`src/rtl/cache_arbiter.sv`:
```
// cache_arbiter: shares one physical-memory port between the I-cache and D-cache miss paths.
// Build option ARB_ROUND_ROBIN_EN: alternate grants under contention (default: D over I).
module cache_arbiter #(
  parameter int ADDR_WIDTH = 32,
  parameter int LINE_WIDTH = 256
) (
  input  logic                  clk,
  input  logic                  rst_n,
  input  logic                  i_pmem_read,
  input  logic [ADDR_WIDTH-1:0] i_pmem_address,
  output logic [LINE_WIDTH-1:0] i_pmem_rdata,
  output logic                  i_pmem_resp,
  input  logic                  d_pmem_read,
  input  logic                  d_pmem_write,
  input  logic [ADDR_WIDTH-1:0] d_pmem_address,
  input  logic [LINE_WIDTH-1:0] d_pmem_wdata,
  output logic [LINE_WIDTH-1:0] d_pmem_rdata,
  output logic                  d_pmem_resp,
  output logic                  mem_read,
  output logic                  mem_write,
  output logic [ADDR_WIDTH-1:0] mem_address,
  output logic [LINE_WIDTH-1:0] mem_wdata,
  input  logic [LINE_WIDTH-1:0] mem_rdata,
  input  logic                  mem_resp
);
  typedef enum logic [1:0] {IDLE, SERVE_I, SERVE_D, DONE} state_t;
  state_t                r_state;
  logic                  r_read;
  logic                  r_write;
  logic                  r_last_d;
  logic [ADDR_WIDTH-1:0] r_addr;
  logic [LINE_WIDTH-1:0] r_wdata;
  logic                  w_i_req;
  logic                  w_d_req;
  logic                  w_pick_d;
  assign w_i_req = i_pmem_read;
  assign w_d_req = d_pmem_read | d_pmem_write;
`ifdef ARB_ROUND_ROBIN_EN
  assign w_pick_d = w_d_req & (~w_i_req | ~r_last_d);
`else
  assign w_pick_d = w_d_req;
`endif
  assign mem_read     = r_read;
  assign mem_write    = r_write;
  assign mem_address  = r_addr;
  assign mem_wdata    = r_wdata;
  assign i_pmem_rdata = mem_rdata;
  assign d_pmem_rdata = mem_rdata;
  assign i_pmem_resp  = (r_state == SERVE_I) & mem_resp;
  assign d_pmem_resp  = (r_state == SERVE_D) & mem_resp;
  always_ff @(posedge clk or negedge rst_n) begin
    if (!rst_n) begin
      r_state  <= IDLE;
      r_read   <= 1'b0;
      r_write  <= 1'b0;
      r_last_d <= 1'b0;
      r_addr   <= '0;
      r_wdata  <= '0;
    end else begin
      case (r_state)
        IDLE: begin
          if (w_pick_d) begin
            r_state <= SERVE_D;
            r_read  <= ~d_pmem_write;
            r_write <= d_pmem_write;
            r_addr  <= d_pmem_address;
            r_wdata <= d_pmem_write ? d_pmem_wdata : '0;
          end else if (w_i_req) begin
            r_state <= SERVE_I;
            r_read  <= 1'b1;
            r_write <= 1'b0;
            r_addr  <= i_pmem_address;
            r_wdata <= '0;
          end
        end
        SERVE_I, SERVE_D: begin
          if (mem_resp) begin
            r_state  <= DONE;
            r_read   <= 1'b0;
            r_write  <= 1'b0;
            r_last_d <= (r_state == SERVE_D);
          end
        end
        default: r_state <= IDLE;
      endcase
    end
  end
  a_d_rw_exclusive: assert property (@(posedge clk) disable iff (!rst_n) !(d_pmem_read && d_pmem_write));
endmodule

```
`config.mk`:
```
export PLATFORM = sky130hd
export DESIGN_NAME = cache_arbiter
export DESIGN_NICKNAME = d
export VERILOG_FILES = /design/src/rtl/cache_arbiter.sv
export SDC_FILE = /design/constraint.sdc
export NUM_CORES = 1
export LEC_CHECK = 0
export BUFFER_PORTS_ARGS = -buffer_cell sky130_fd_sc_hd__buf_2
export CAP_MARGIN = 15
export CORE_AREA = 2 2 544 546
export DETAILED_ROUTE_END_ITERATION = 7
export DIE_AREA = 0 0 546 548
export PLACE_DENSITY = 0.3
export SLEW_MARGIN = 10
export SYNTH_ARGS = -nofsm -noshare
export SYNTH_HDL_FRONTEND = slang
export SYNTH_SLANG_ARGS = --single-unit
```
`constraint.sdc`:
```
create_clock -name clk -period 4.4 [get_ports clk]
set_input_delay 0.44 -clock clk [delete_from_list [all_inputs] [get_ports clk]]
set_output_delay 0.44 -clock clk [all_outputs]
set_load 0.1 [all_outputs]
```
==> Flow_metrics.wiki <==
{| class="wikitable"
! Metric !! Value
|-
| Final global-route overflow total || 0
|-
| Fraction of synthesized cell area taken by the top area cell type || 49.5%
|-
| GRT met1 Usage || 7.58%
|-
| Post-CTS clock slew at the launch and capture registers of the worst setup and hold paths || 60 ps
|-
| Count of pins over their slew limit || 0
|-
| Total buffers and inverters traversed by the critical path || 2
|-
| Tot GR Track Use || 8.36%
|-
| Leading register cell type out of synthesis || sky130_fd_sc_hd__dfrtp_1
|-
| Core region area || 293000 sq um
|-
| Critical path cell sequence || inv_1 > ha_1 > and2_4 > buf_4 > a22o_1
|-
| Setup_tns || 0 ps
|-
| Max Clock Freq || 398 MHz
|-
| Element type at the critical path start || flop
|-
| Worst vdd ir || 0.527 mV
|-
| Critical setup path kind || flop to flop
|-
| Layout Nets || 2249
|-
| Port Buffers || 617
|-
| Data arrival at the endpoint of the critical path || 3120 ps
|-
| Hold violation count in the final report || 0
|-
| Detailed-routing iteration count for the pre-antenna-repair pass || 4
|-
| Buffer depth of the longest clock path || 3
|-
| Clk_lat worst skew || 680 ps
|-
| Clock Sinks || 292
|-
| Worst Clk Skew || 34.2 ps
|-
| Worst setup margin || 1880 ps
|-
| Layer with the highest usage || met2
|-
| Inserted Clock Buffers || 47
|-
| Wire length after detailed routing || 128 mm
|-
| Die height || 548 microns
|-
| Number of antenna violations at the first check in global routing || 104
|-
| Post-Synthesis Net Count || 1837
|-
| Cell leakage power || 9.87 nW
|-
| Crit-path slowest cell || sky130_fd_sc_hd__and2_4
|-
| Number of global-route vias before repair || 12400
|-
| Final std cell area, no fill || 23300 sq um
|-
| Minimum setup slack after placement || 1830 ps
|-
| Tightest Pin Transition || 1020 ps
|-
| Residual DRC count || 0
|-
| Ys Warns || 0
|-
| Vias || 11500
|-
| Tmin final || 2520 ps
|-
| Number of synthesized register bits || 292
|-
| Final Hold Slack || 101 ps
|-
| Boundary Pins || 1386
|-
| Hold crit path type || input port to flop
|-
| Root buf cell || sky130_fd_sc_hd__clkbuf_16
|-
| Die boundary width || 546 microns
|-
| Average via count per standard cell || 2.05
|-
| Number of instances in the placed design || 5231
|-
| Maximum capacitance violations || 0
|-
| Setup-violating endpoint count in the final report || 0
|-
| Most common cell in the synthesized netlist || sky130_fd_sc_hd__buf_4
|-
| Non-filler instance count after layout || 5631
|-
| Overall power of the completed layout || 24.9 mW
|-
| Synthesized area divided by synthesized cell count || 11.8 sq um
|-
| Met3 GRT Util || 7.65%
|-
| Peak fanout along the critical path || 43
|-
| Maximum number of pins on one net before global-route repair || 88
|-
| Number of buffers inserted to repair setup after CTS || 0
|-
| Post-synth ARST share || 100%
|-
| Power density over cell area || 1070 nW/um^2
|-
| DR iter-0 viols || 506
|-
| Yosys cell types || 23
|-
| Kind of cell with the highest combined delay on the critical path || simple AND/OR/NAND/NOR gates
|-
| Share of the yosys chip area belonging to registers || 49.5%
|-
| Number of enable-type register cells in the synthesized netlist || 0
|-
| Final worst-path cycle share || 57.2%
|-
| Run status || finished, final reports clean
|-
| Instance count of the mapped netlist || 1251
|-
| Met2 global-route usage || 12.0%
|-
| Cell types occupying the most area after synthesis || sky130_fd_sc_hd__dfrtp_1 49%, sky130_fd_sc_hd__buf_4 26%, sky130_fd_sc_hd__a22o_1 15%
|-
| Maximum cell stage delay along the critical path || 730 ps
|-
| Clock tree from TritonCTS || done
|-
| CP Capture Type || flop
|-
| Routability-driven placement congestion ratio || 0.729
|-
| Share of post-route cells with drive strength above 1 || 42.9%
|-
| Relative max-transition margin || 32.0%
|-
| Leading post-synthesis cells by instance count || 515 x sky130_fd_sc_hd__buf_4, 292 x sky130_fd_sc_hd__dfrtp_1, 247 x sky130_fd_sc_hd__a22o_1, 34 x sky130_fd_sc_hd__o21ai_0
|-
| Required time at the worst-slack endpoint || 5000 ps
|-
| Average wire per cell in the routed design || 22.8 microns
|-
| Synth Cell Area || 14800 sq um
|-
| Dpl hpwl || 110 mm
|-
| Row cnt || 199
|-
| Wire length of the first global-routing pass || 157 mm
|-
| Library cell occupying the most area in the post-synthesis netlist || sky130_fd_sc_hd__dfrtp_1
|-
| Area of placed instances || 18700 sq um
|-
| Initial Util || 5.04%
|-
| Syn-to-layout area delta || 57.8%
|-
| Die area || 299000 sq um
|-
| Post-CTS sizing || 0
|-
| Setup repair after global routing missed its margin || false
|-
| Total number of H-tree levels || 2
|-
| Residual antenna-violating net count after detailed routing || 0
|-
| Final Util || 7.95%
|}
-- metal layers --
layer  up-vias  part of all wire [%]  wire length (microns)
li1       4729                     -                      -
met1      5247                    32                  40600
met2      1031                    40                  52000
met3       499                    20                  26300
met4        18                   7.4                   9450
met5         -                  0.13                    166
-- kinds of logic after synthesis --
group,Yosys count,synth area share [%]
buffers and inverters,584,29.9
AO/OA/AOI/OAI,301,17.1
flip-flops,292,49.5
AND/OR/NAND/NOR,38,1.10
multiplexers,32,2.17
adder cells (fa/ha/maj),4,0.339
-- path summary, 6_finish.rpt --
path	from	to	slack, ps	cells after the start
hold reg to reg	mem_address[8]$_DFFE_PN0P_	mem_address[8]$_DFFE_PN0P_	480	2
hold / removal	i_pmem_address[24]	mem_address[24]$_DFFE_PN0P_	100	3
max in group asynchronous	rst_n	mem_address[21]$_DFFE_PN0P_	2860	3
setup reg to reg	r_state[0]$_DFFE_PN0P_	mem_wdata[237]$_DFFE_PN0P_	1880	5
setup / recovery	r_state[0]$_DFFE_PN0P_	mem_wdata[237]$_DFFE_PN0P_	1880	5
min in group asynchronous	rst_n	mem_wdata[111]$_DFFE_PN0P_	360	2
-- where the power goes --
part / internal, mW / switching, mW
sequential: 4.02 / 0.755
clock: 2.33 / 1.63
combinational: 2.44 / 13.7
total: 8.79 / 16.1
-- state kept, by name, summed over array words and instances, names as in the netlist --
| register | cells |
|---|---|
| mem_wdata | 256 |
| mem_address | 32 |
| r_state | 2 |
| mem_read | 1 |
| mem_write | 1 |
-- final cells by class --
cell class / instances / area (sq um)
clock inverter: 15 / 204
clock buffer: 65 / 1370
timing repair buffer: 943 / 6410
inverter: 4 / 15.0
antenna: 18 / 45.0
fill: 34200 / 270000
sequential: 292 / 7310
multi-input combinational: 375 / 3060
tap: 3919 / 4900
-- cells in the final DEF (no fill, tap or decap), drive strengths merged --
cell type and instances:
a21oi 2, o21ba 1, mux2i 32, inv 6
nand2 32, clkinv 9, ha 4, dlygate4sd3 302
and2 3, a22o 256, bufinv 3, o2bb2ai 4
buf 641, clkinvlp 1, diode 18, o21ai 34
nor2 1, o311ai 1, dfrtp 292, o31ai 3
nand2b 2, clkbuf 65
-- timing repair --
action                                  in CTS  in global routing
endpoints found under the hold margin      362                  0
endpoints found under the setup margin       0                  0
hold buffers                               302                  0
-- tightest hold or removal path: stages --
cell and delay (ps):
sky130_fd_sc_hd__buf_2 80, sky130_fd_sc_hd__mux2i_1 70, sky130_fd_sc_hd__o21ai_0 150
No activity file was read; power rests on OpenSTA's default activity.
